==> src/rtl/pipeline_exec_ctrl_pkg.sv <==
// Shared definitions for the execution sequencer.
// Used by the debug unit, the sequencer RTL and its testbench.
//   cmd_e   : debug command codes carried on i_cmd
//   state_e : sequencer state encoding, also exported on o_state
package pipeline_exec_ctrl_pkg;

    // Pipeline depth behind decode (ID->EX->MEM->WB).
    localparam int DRAIN_CYCLES_DEF = 4;

    typedef enum logic [1:0] {
        CMD_NOP  = 2'b00,
        CMD_RUN  = 2'b01,
        CMD_STEP = 2'b10,
        CMD_STOP = 2'b11
    } cmd_e;

    typedef enum logic [2:0] {
        ST_IDLE  = 3'd0,
        ST_RUN   = 3'd1,
        ST_STEP  = 3'd2,
        ST_DRAIN = 3'd3,
        ST_DONE  = 3'd4
    } state_e;

endpackage

==> src/rtl/pipeline_exec_ctrl_if.sv <==
// Debug command handshake between the debug unit and the sequencer.
//   i_cmd_valid : debug unit presents a command
//   i_cmd       : command code (see cmd_e)
//   o_cmd_ready : sequencer accepts a command this cycle
// master = debug unit, slave = sequencer.
interface pipeline_exec_ctrl_if;
    logic       i_cmd_valid;
    logic [1:0] i_cmd;
    logic       o_cmd_ready;

    modport master (output i_cmd_valid, output i_cmd, input o_cmd_ready);
    modport slave  (input i_cmd_valid, input i_cmd, output o_cmd_ready);
endinterface

==> src/rtl/pipeline_exec_ctrl_sat_counter.sv <==
// Saturating up-counter.
//   clk, i_reset (async, active-low)
//   i_en    : count up by one this cycle
//   i_clr   : synchronous clear, overrides i_en
//   o_count : current value, holds at all-ones
module sat_counter #(
    parameter int W = 32
) (
    input  logic         clk,
    input  logic         i_reset,
    input  logic         i_en,
    input  logic         i_clr,
    output logic [W-1:0] o_count
);

    always_ff @(posedge clk or negedge i_reset) begin
        if (!i_reset) begin
            o_count <= '0;
        end else if (i_clr) begin
            o_count <= '0;
        end else if (i_en && (o_count != {W{1'b1}})) begin
            // NOTE: state registers use non-blocking assignment so every
            // flop samples pre-edge values regardless of block ordering.
            o_count <= o_count + W'(1);
        end
    end

endmodule

==> src/rtl/pipeline_exec_ctrl.sv <==
// Execution sequencer for the pipelined MIPS core.
// Drives PC freeze and pipeline advance, takes RUN/STEP/STOP from the
// debug unit, drains in-flight instructions after a decoded HALT and
// counts executed (pipeline-advancing) cycles.
//   clk, i_reset  : clock, async active-low reset
//   cmd           : debug command handshake (slave side)
//   i_halt_instr  : decode stage holds a HALT opcode
//   o_pc_hold     : PC frozen
//   o_pipe_en     : pipeline registers advance
//   o_if_flush    : IF/ID loads a NOP
//   o_running     : RUN, STEP or DRAIN
//   o_done        : one-cycle pulse on entry to DONE
//   o_state       : encoded state for debug readout
//   o_cycle_count : saturating count of cycles with o_pipe_en=1
module pipeline_exec_ctrl
    import pipeline_exec_ctrl_pkg::*;
#(
    parameter int CNT_W        = 32,
    parameter int DRAIN_CYCLES = DRAIN_CYCLES_DEF,
    parameter int DRAIN_W      = $clog2(DRAIN_CYCLES + 1)
) (
    input  logic                 clk,
    input  logic                 i_reset,
    pipeline_exec_ctrl_if.slave  cmd,
    input  logic                 i_halt_instr,
    output logic                 o_pc_hold,
    output logic                 o_pipe_en,
    output logic                 o_if_flush,
    output logic                 o_running,
    output logic                 o_done,
    output logic [2:0]           o_state,
    output logic [CNT_W-1:0]     o_cycle_count
);

    state_e             state, state_next;
    logic [DRAIN_W-1:0] drain_cnt, drain_next;
    logic               cmd_ready;

    always_ff @(posedge clk or negedge i_reset) begin
        if (!i_reset) begin
            state     <= ST_IDLE;
            drain_cnt <= '0;
            o_done    <= 1'b0;
        end else begin
            state     <= state_next;
            drain_cnt <= drain_next;
            // DONE is only entered from DRAIN, so this marks its first cycle.
            o_done    <= (state == ST_DRAIN) && (state_next == ST_DONE);
        end
    end

    always_comb begin
        // NOTE: every output gets a default first so no path leaves a
        // variable unassigned and infers a latch.
        state_next = state;
        drain_next = drain_cnt;
        o_pc_hold  = 1'b1;
        o_pipe_en  = 1'b0;
        o_if_flush = 1'b0;
        o_running  = 1'b0;
        cmd_ready  = 1'b0;

        case (state)
            ST_IDLE: begin
                cmd_ready = 1'b1;
                if (cmd.i_cmd_valid) begin
                    if (cmd.i_cmd == CMD_RUN)  state_next = ST_RUN;
                    if (cmd.i_cmd == CMD_STEP) state_next = ST_STEP;
                end
            end
            ST_RUN: begin
                o_pc_hold = 1'b0;
                o_pipe_en = 1'b1;
                o_running = 1'b1;
                cmd_ready = 1'b1;
                // HALT wins over a simultaneous STOP; the STOP is consumed.
                if (i_halt_instr) begin
                    state_next = ST_DRAIN;
                    drain_next = DRAIN_W'(DRAIN_CYCLES);
                end else if (cmd.i_cmd_valid && (cmd.i_cmd == CMD_STOP)) begin
                    state_next = ST_IDLE;
                end
            end
            ST_STEP: begin
                o_pc_hold = 1'b0;
                o_pipe_en = 1'b1;
                o_running = 1'b1;
                if (i_halt_instr) begin
                    state_next = ST_DRAIN;
                    drain_next = DRAIN_W'(DRAIN_CYCLES);
                end else begin
                    state_next = ST_IDLE;
                end
            end
            ST_DRAIN: begin
                o_pipe_en  = 1'b1;
                o_if_flush = 1'b1;
                o_running  = 1'b1;
                drain_next = drain_cnt - DRAIN_W'(1);
                if (drain_cnt == DRAIN_W'(1)) state_next = ST_DONE;
            end
            ST_DONE: begin
                cmd_ready = 1'b1;
            end
            default: begin
                state_next = ST_IDLE;
                drain_next = '0;
            end
        endcase
    end

    assign cmd.o_cmd_ready = cmd_ready;
    assign o_state         = state;

    sat_counter #(.W(CNT_W)) u_cycle_cnt (
        .clk     (clk),
        .i_reset (i_reset),
        .i_en    (o_pipe_en),
        .i_clr   (1'b0),
        .o_count (o_cycle_count)
    );

endmodule

==> src/flat_wrapper.sv <==
// flat-port wrapper written by rule: the top's interface ports become plain ports
module pipeline_exec_ctrl_flat import pipeline_exec_ctrl_pkg::*;
#(
    parameter int CNT_W        = 32,
    parameter int DRAIN_CYCLES = DRAIN_CYCLES_DEF,
    parameter int DRAIN_W      = $clog2(DRAIN_CYCLES + 1)
)
  (clk, i_reset, i_halt_instr, o_pc_hold, o_pipe_en, o_if_flush, o_running, o_done, o_state, o_cycle_count, cmd_i_cmd_valid, cmd_i_cmd, cmd_o_cmd_ready);
  pipeline_exec_ctrl_if cmd_i ();
  input  logic clk;
  input  logic i_reset;
  input  logic i_halt_instr;
  output logic o_pc_hold;
  output logic o_pipe_en;
  output logic o_if_flush;
  output logic o_running;
  output logic o_done;
  output logic [2:0] o_state;
  output logic [CNT_W-1:0] o_cycle_count;
  input wire logic [$bits(cmd_i.i_cmd_valid)-1:0] cmd_i_cmd_valid;
  input wire logic [$bits(cmd_i.i_cmd)-1:0] cmd_i_cmd;
  output wire logic [$bits(cmd_i.o_cmd_ready)-1:0] cmd_o_cmd_ready;
  assign cmd_i.i_cmd_valid = cmd_i_cmd_valid;
  assign cmd_i.i_cmd = cmd_i_cmd;
  assign cmd_o_cmd_ready = cmd_i.o_cmd_ready;
  pipeline_exec_ctrl #(.CNT_W(CNT_W), .DRAIN_CYCLES(DRAIN_CYCLES), .DRAIN_W(DRAIN_W)) u_core (.clk(clk), .i_reset(i_reset), .cmd(cmd_i), .i_halt_instr(i_halt_instr), .o_pc_hold(o_pc_hold), .o_pipe_en(o_pipe_en), .o_if_flush(o_if_flush), .o_running(o_running), .o_done(o_done), .o_state(o_state), .o_cycle_count(o_cycle_count));
endmodule
==> config.mk <==
export PLATFORM = sky130hd
export DESIGN_NAME = pipeline_exec_ctrl_flat
export DESIGN_NICKNAME = d
export VERILOG_FILES = /design/src/rtl/pipeline_exec_ctrl_pkg.sv /design/src/rtl/pipeline_exec_ctrl_if.sv /design/src/rtl/pipeline_exec_ctrl_sat_counter.sv /design/src/rtl/pipeline_exec_ctrl.sv /design/src/flat_wrapper.sv
export SDC_FILE = /design/constraint.sdc
export NUM_CORES = 1
export LEC_CHECK = 0
export BUFFER_PORTS_ARGS = -buffer_cell sky130_fd_sc_hd__buf_2
export CAP_MARGIN = 25
export CORE_MARGIN = 10
export CORE_UTILIZATION = 48
export CTS_CLUSTER_SIZE = 14
export DETAILED_ROUTE_END_ITERATION = 10
export HOLD_SLACK_MARGIN = 0.15
export PLACE_DENSITY = 0.75
export RECOVER_POWER = 100
export SKIP_LAST_GASP = 1
export SLEW_MARGIN = 20
export SYNTH_ARGS = -nofsm -noshare
export SYNTH_HDL_FRONTEND = slang
export SYNTH_SLANG_ARGS = --single-unit
==> constraint.sdc <==
create_clock -name clk -period 2 [get_ports clk]
set_input_delay 0.3 -clock clk [delete_from_list [all_inputs] [get_ports clk]]
set_output_delay 0.3 -clock clk [all_outputs]
set_load 0.02 [all_outputs]
-- Yosys cells after proc, flatten, opt, wreduce, memory -nomap -nowiden
Index checks and enable logic that the tools add are counted.
- add/sub/neg operators: 2
- magnitude comparators: 0
- div/mod/pow operators: 0
- $mul: 0
- shifts and indexed selects: 0
- equal/unequal tests: 11
- reductions and logical operators: 9
- muxes and demuxes: 14
- bitwise logic cells: 1
- operator list (operator ; number):
    $add A32 B1 Y32 const B ; 1
    $ne A32 B32 Y1 const B ; 1
    $mux W3 ; 7
    $pmux W3 S5 ; 1
    $pmux W3 S3 ; 1
    $eq A3 B1 Y1 const B ; 2
    $eq A3 B2 Y1 const B ; 2
    $eq A3 B3 Y1 const B ; 2
    $reduce_or A3 Y1 ; 2
    $eq A2 B2 Y1 const B ; 2
    $mux W1 ; 4
    $reduce_or A2 Y1 ; 2
    $logic_and A1 B1 Y1 ; 3
    $logic_not A3 Y1 ; 1
    $sub A3 B1 Y3 const B ; 1
    $eq A2 B1 Y1 const B ; 1
    $mux W2 ; 1
    $ne A2 B1 Y1 const B ; 1
    $reduce_and A2 Y1 ; 1
    $not A1 Y1 ; 1
- input port bits: 6
- output and inout port bits: 41
- memory bits (writable): 0
- latch bits: 0
- logic and storage cells: 41
- memory bits (read-only): 0
- memories: 0
- register bits after elaboration: 39

-- Logic depth before layout (Yosys ltp)
Gate-level depths: netlist of run 1.
- depth after elaboration: 7
- mapped depth: 7
- depth with buffers taken out: 6

-- Cells and area by module
Synthesis of run 1 repeated with hierarchy kept, for this count alone.
- cells, all modules: 245
- area total of the unflattened synthesis: 2361.0 um^2
- by module, submodules not included (module ; cells each ; seq. area each (um^2) ; instances ; area an instance (um^2)):
    sat_counter ; 198 ; 800.8 ; 1 ; 1854.3
    pipeline_exec_ctrl ; 47 ; 175.2 ; 1 ; 506.7

-- Least setup slack after synthesis of run 1
No wires, ideal clock.
- path kind: register -> register
- from: register u_core.u_cycle_cnt.o_count[0]
- to: register u_core.u_cycle_cnt.o_count[30]
- buffers on the path: 0
- data required time: 1.870 ns
- library setup time: 0.130 ns
- clock period less this slack: 2.163 ns
- arrival time: 2.032 ns
- setup slack: -0.163 ns
- stages on the path, launching flop included: 7
- cells stage by stage: dfrtp_1 > ha_1 > nand3_2 > nor4_4 > nand4_4 > or4_4 > xnor2_2
- longest elaborated chain between the ends: 2
- elaborated cells on any way between the ends: 3
- those cells by class: add/sub (1); eq/ne (1); reduce/logical (1)
- RTL lines (item ; line ; RTL):
    start, declared ; pipeline_exec_ctrl_sat_counter.sv:13 ; output logic [W-1:0] o_count
    start signal, assigned ; pipeline_exec_ctrl_sat_counter.sv:24 ; o_count <= o_count + W'(1);
    parallel branches: the longest is 2 deep, another holds $add A32 B1 Y32 ; n/a ;
Several ways; the timed one is not identified.
A chain may end at the register's enable or synchronous reset.

-- Worst setup path in the final report of run 1
- from: register u_core.u_cycle_cnt.o_count[1]
- to: register u_core.u_cycle_cnt.o_count[30]
The elaborated chain is that of the path after synthesis.

==> run summary, run 1 <==
Drt wl/cell - 14.8 um
Clock Skews - 7.29 ps
Critical path type - flip-flop to flip-flop
Routed metal-1 wire length - 2.05 mm
Remaining global-route overflow - 0
# IOs - 47
Lkg Pwr - 0.00118 uW
First-pass DRT Iterations - 4
Worst path top cell family by delay - simple AND/OR/NAND/NOR gates
Vias - 1604
Fin. Hold Viols - 0
First-pass GRT wire length - 8.14 mm
Global Route Usage Sum - 0.137
Post-Synthesis Cells - 182
CTS H-tree lvls - 2
Flops & latches, synth - 39
Mapped Area - 0.00198 mm2
Fmax - 537 MHz
Final Cycle Share - 0.931
Worst path max stage delay - 450 ps
Crit path max-delay cell type - or4_4
Asr flop ratio synth - 1.00
Met2 WL - 2.14 mm
Class of the worst hold path - input port to flip-flop
Postcts setup bufs - 0
Crit path cell chain - ha_1 -> nand3_2 -> nor4_4 -> buf_4 -> nand4_4 -> or4_4 -> xnor2_2
Top cells by area, synth - dfrtp_1 (49%), xor2_1 (10%), xnor2_1 (3.5%), nand3_1 (3.0%), nand2_1 (2.8%)
Setup slack after layout - 138 ps
Mean Syn Cell Area - 10.9 um2
Final setup fails - 0
Via/cell ratio - 5.22
Synth-to-layout area growth - 25.3%
Sum of negative setup slack - 0 ps
Register area share after synthesis - 0.494
Share of cells above drive strength 1 - 0.218
EDFF count, synth - 0
Worst Setup End Kind - flip-flop
Starting DRT DRC Count - 96
Cell Rows - 23
Hpwl dp - 3.54 mm
Port-buffer cells - 46
CTS clk-pin slew, worst paths - 80 ps
Met3 routed WL - 297 um
CTS buffer count - 5
Main synth FF type - dfrtp_1
Pin count of the biggest net entering global routing - 40
Post-synth top area share - 0.494
Layout Nets - 265
Routability-driven placement congestion ratio - 0.790
Top layer in use - met4
Worst-path maximum fanout - 6
Initial antenna violation count - 0
CTS tree - built
CTS root buf - clkbuf_8
Die X-Extent - 84.2 um
Req. time, crit path - 2180 ps
Slew @ Worst Pin - 945 ps
Max Cap Viol - 0
Count leader, synth - dfrtp_1
Die ar. - 0.00709 mm2
PwrDens - 1050 mW/mm2
DRC Markers - 0
Unrepaired setup endpoints after global routing - true
Slew Viols, Final - 0
Worst path buffer plus inverter count - 1
Min Clock Period, post-route - 1860 ps
Syn nets - 191
Unique cell type count in the Yosys netlist - 44
Post-synth top area cell - dfrtp_1
Synth top cells by count - dfrtp_1 (39), xor2_1 (23), nand2_1 (15), nand3_1 (12), nor2_1 (12)
Critical Path Source Type - flip-flop
Vias in the first global route - 1650
Final Power - 2590 uW
Total Wirelength - 4.54 mm
Clk sinks - 39
Antenna viol nets, final - 0
Placeable Area - 0.00400 mm2
Clock latency on the worst-skew pair - 290 ps
DIE HEIGHT - 84.2 um
Pre-CTS setup slack - 141 ps
VDD IR max - 846 uV
Relative slew slack - 0.370
Initial Utilization - 0.494
CTS Buffer Depth - 2
Yosys warnings - 0
ANT cells - 0
CP arrival - 2040 ps
Status - complete, no violations
per-layer routing:
metal  vias up  global-route usage
li1        791                   -
met3         7              0.0522
met2        47               0.214
met4         0              0.0411
met1       759               0.170
met5         -                   0
final cells by class:
class / instances / area [um2]
inverters: 7 / 26.3
clock inverters: 1 / 5.00
fillers: 364 / 1520
multi-input cells: 134 / 967
repair buffers: 69 / 349
flip-flops and latches: 39 / 980
clock buffers: 7 / 86.3
well taps: 50 / 62.6
cell usage in the layout (no fill, tap or decap), types with 2 or more instances in the layout:
cell      count
dfrtp_2       3
xnor2_1       8
or2_2         2
o41ai_1       2
nor4_1        3
a211oi_1      2
nand3_2       2
clkbuf_2      2
o21ai_0       2
and3_1        5
nor2_1       12
nor3b_1       4
buf_2         8
nand3_1      11
clkbuf_8      6
a21oi_1       3
nand2_1      15
and4_1        2
nand4_1       2
inv_1         7
nor3_1        7
or4_4         2
ha_1          3
dfrtp_1      36
buf_4        19
clkbuf_1     40
xor2_1       23
and3_2        3
flip-flops by register name, indices dropped and copies added, names as in the netlist:
name and flops:
u_core.u_cycle_cnt.o_count 32, u_core.drain_cnt 3, u_core.o_state 3, u_core.o_done 1
final timing paths:
path | start | endpoint | slack [ps] | cells after the start
max | u_core.u_cycle_cnt.o_count[1] | u_core.u_cycle_cnt.o_count[30] | 140 | 7
min | cmd_i_cmd[0] | u_core.o_state[1] | 210 | 2
max reg2reg | u_core.u_cycle_cnt.o_count[1] | u_core.u_cycle_cnt.o_count[30] | 140 | 7
min reg2reg | u_core.drain_cnt[1] | u_core.drain_cnt[1] | 490 | 2
max in group asynchronous | i_reset | u_core.u_cycle_cnt.o_count[0] | 600 | 3
min in group asynchronous | i_reset | u_core.u_cycle_cnt.o_count[15] | 760 | 3
metrics by stage:
step	instance area, um2	instances	hold slack (ps)	util
floorplan	1980	182	4.41	-
global placement	2420	298	385	0.605
detailed placement	2420	298	386	0.605
CTS	2520	307	200	0.630
global route	2480	307	207	0.619
finish	2480	307	208	0.619
cells by family (layout without fill, tap and decap cells):
| logic type | after synthesis | count (layout) | share of synthesized area |
|---|---|---|---|
| and+or+nand+nor | 80 | 80 | 0.243 |
| DFF | 39 | 39 | 0.494 |
| xor gates and xnor gates | 32 | 32 | 0.146 |
| AOI/OAI and AO/OA | 17 | 17 | 0.0633 |
| buffers and inverters | 9 | 84 | 0.0228 |
| adders and majority gates | 4 | 4 | 0.0241 |
| muxes | 1 | 1 | 0.00759 |
power by group:
part / switching, uW / leakage (uW) / internal (uW)
clock network: 263 / 0.0000482 / 278
registers: 102 / 0.000517 / 920
logic: 648 / 0.000619 / 384
total: 1010 / 0.00118 / 1580
what timing repair did:
action,CTS,global route
hold endpoints to repair,39,0
hold buffers,1,0
endpoints found under the setup margin,0,3
gates resized for setup,0,2
Note: power is estimated with default switching activity, not from simulation.
==> run 2, diff against run 1 <==
ABC_AREA = 1   (was default)
CORE_UTILIZATION = 51   (was 48)
PLACE_DENSITY = 0.77   (was 0.75)
==> run 2 against run 1 <==
Compared with the run above: hold slack improved by 120 ps; flip-flop and latch count unchanged; wire length increased by 42%; clock-buffer cell count decreased by 1; non-clock buffer count decreased by 17; first-iteration DRC count increased by 110%; register-to-register slack improved by 130 ps; largest cell class is now multi-input gates; maximum frequency increased by 7.3%.
==> run summary, run 2 <==
Status - complete, no violations
Slew Viols, Final - 0 (unchanged)
Class of the worst hold path - input port to flip-flop
Synth-to-layout area growth - 12.9%
Unique cell type count in the Yosys netlist - 29 (-34%)
Commonest non-fill, non-tap cell in the layout - nand2_1
CTS clk-pin slew, worst paths - 70 ps (about the same)
First-pass DRT Iterations - 5 (+1)
Initial antenna violation count - 0 (unchanged)
Share of cells above drive strength 1 - 0.0739 (-0.144)
Met1 Use GR - 0.191 (+0.0212)
Yosys warnings - 0 (unchanged)
CP arrival - 1970 ps (-70 ps)
Clock Skews - 4.74 ps (-2.55 ps)
Asr flop ratio synth - 1.00 (unchanged)
Die X-Extent - 92.2 um (+9.5%)
Starting DRT DRC Count - 197 (+110%)
Drt wl/cell - 12.2 um (-18%)
Met2 Use GR - 0.262 (+0.0487)
Top cells by area, synth - dfrtp_1 (37%), nand2_1 (26%), nor2_1 (7.5%), inv_1 (5.8%), nand3_1 (3.8%)
Post-synth top area share - 0.367 (-0.126)
Post-Synthesis Cells - 406 (+120%)
FF-to-FF setup slack - 260 ps (+130 ps)
Clock latency on the worst-skew pair - 300 ps (about the same)
CTS tree - built
Lkg Pwr - 0.00143 uW (+21%)
Fin. Hold Viols - 0 (unchanged)
Syn nets - 415 (+120%)
Min Clock Period, post-route - 1740 ps (-126 ps)
Reg2Reg Launch Point - u_core.u_cycle_cnt.o_count[0]
Synth top cells by count - nand2_1 (185), nor2_1 (53), inv_1 (41), dfrtp_1 (39), nand3_1 (20)
Global routing's busiest layer - met2
Remaining global-route overflow - 0 (unchanged)
Initial Utilization - 0.523 (+0.0292)
PwrDens - 499 mW/mm2 (-52%)
Vias - 2590 (+61%)
Fmax - 576 MHz (+7.3%)
Max Cap Viol - 0 (unchanged)
Port-buffer cells - 46 (unchanged)
Main synth FF type - dfrtp_1
Pin count of the biggest net entering global routing - 40 (unchanged)
Grt met3 use - 0.0416 (-0.0106)
Register area share after synthesis - 0.367 (-0.126)
Relative slew slack - 0.389 (+0.0191)
Global Route Usage Sum - 0.159 (+0.0227)
Worst-path maximum fanout - 21 (+15)
FILL cells - 551 (+51%)
Unrepaired setup endpoints after global routing - false
Die ar. - 0.00850 mm2 (+20%)
First-pass GRT wire length - 11.4 mm (+40%)
EDFF count, synth - 0 (unchanged)
Final Cycle Share - 0.868 (-0.0632)
# IOs - 47 (unchanged)
Layout Nets - 468 (+77%)
VDD IR max - 291 uV (-66%)
Critical Path Source Type - flip-flop
Post-synth top area cell - dfrtp_1
Count leader, synth - nand2_1
Cell Rows - 26 (+13%)
Clk sinks - 39 (unchanged)
Worst Setup SP - u_core.u_cycle_cnt.o_count[0]
Max reg flops - 32 (unchanged)
Mean Syn Cell Area - 6.54 um2 (-40%)
Total Wirelength - 6.45 mm (+42%)
Via/cell ratio - 4.89 (-6.5%)
Area of the multi-input gates - 0.00143 mm2 (+48%)
Storage cell area - 976 um2 (-0.38%)
Utilization after layout - 0.591 (-0.0283)
Req. time, crit path - 2240 ps (+60 ps)
Antenna viol nets, final - 0 (unchanged)
CTS buffer count - 5 (unchanged)
Worst hold start - cmd_i_cmd[0]
Mapped Area - 0.00266 mm2 (+34%)
CTS H-tree lvls - 2 (unchanged)
Sum of negative setup slack - 0 ps (unchanged)
Vias in the first global route - 2568 (+56%)
Flops & latches, synth - 39 (unchanged)
Largest reg by FF count - u_core.u_cycle_cnt.o_count
ANT cells - 0 (unchanged)
CTS root buf - clkbuf_8
Worst Setup End Kind - flip-flop
DIE HEIGHT - 92.2 um (+9.5%)
Routability-driven placement congestion ratio - 0.943 (+19%)
Critical path type - flip-flop to flip-flop
Final setup fails - 0 (unchanged)
Hpwl dp - 5.03 mm (+42%)
Most frequent cells in the layout - nand2_1 (192), nor2_1 (54), inv_1 (41), clkbuf_1 (41), dfrtp_1 (39)
Slew @ Worst Pin - 916 ps (-28.7 ps)
CTS Buffer Depth - 2 (unchanged)
DRC Markers - 0 (unchanged)
Placeable Area - 0.00507 mm2 (+27%)
[run 2: path summary, 6_finish.rpt]
path | endpoint | cells past startpoint
max in group asynchronous | u_core.o_state[1] | 3
worst min-delay path | u_core.o_state[0] | 4
worst min register to register | u_core.u_cycle_cnt.o_count[1] | 2
worst max register to register | u_core.u_cycle_cnt.o_count[29] | 10
min in group asynchronous | u_core.u_cycle_cnt.o_count[3] | 3
worst max-delay path | u_core.u_cycle_cnt.o_count[29] | 10
[run 2: critical path: stages, from the launching register on]
cell     delay (ps)
dfrtp_1         420
ha_2            260
inv_2            60
nor2_4          130
nand2_4          80
nor2_4          130
nand2_4          90
nand2_8         140
buf_4           220
nand2_1          60
nand2_1          70
[run 2: stage by stage]
step	setup WS [ps]	instances	hold slack [ps]	power, uW	instance area, um2
2_1_floorplan	197	406	4.41	808	2660
3_3_place_gp	282	521	373	829	2940
3_5_place_dp	211	521	379	831	2940
4_1_cts	192	530	331	1510	3070
5_1_grt	51.1	530	382	1540	3000
6_report	264	530	333	1490	3000
[run 2: where the power goes]
part	total [uW]	switching [uW]	internal, uW
Combinational	26.1	19.2	6.91
Sequential	788	0	788
Clock	681	277	403
Total	1490	296	1200
[run 2: area by class of cell]
type / count / area share
clock buffers: 6 / 0.0275
clock inverters: 2 / 0.0117
inverters: 43 / 0.0547
multi-input cells: 318 / 0.477
flip-flops and latches: 39 / 0.326
well taps: 70 / 0.0292
repair buffers: 52 / 0.0747
[run 2: metal layers]
metal	up-vias	share of wire	wire [um]
met3	15	0.057	369
met2	72	0.45	2890
met4	0	0.025	164
met1	1156	0.47	3030
met5	-	0	0
li1	1347	-	-
[run 2: cells by family (layout without fill, tap and decap cells)]
kind of cell | after synthesis | after routing | synth area share
adder cells (fa/ha/maj) | 3 | 3 | 0.0141
AND/OR/NAND/NOR | 286 | 286 | 0.454
flip-flops | 39 | 39 | 0.367
XOR/XNOR | 13 | 13 | 0.0429
AO/OA/AOI/OAI | 16 | 16 | 0.0334
buffers and inverters | 49 | 103 | 0.0881
[run 2: repair_timing]
| item | 4_1_cts | 5_1_grt |
|---|---|---|
| setup endpoints to repair | 0 | 1 |
| buffers inserted | 0 | 0 |
| endpoints found under the hold margin | 39 | 0 |
| gates resized for setup | 0 | 1 |
| hold buffers | 1 | 0 |
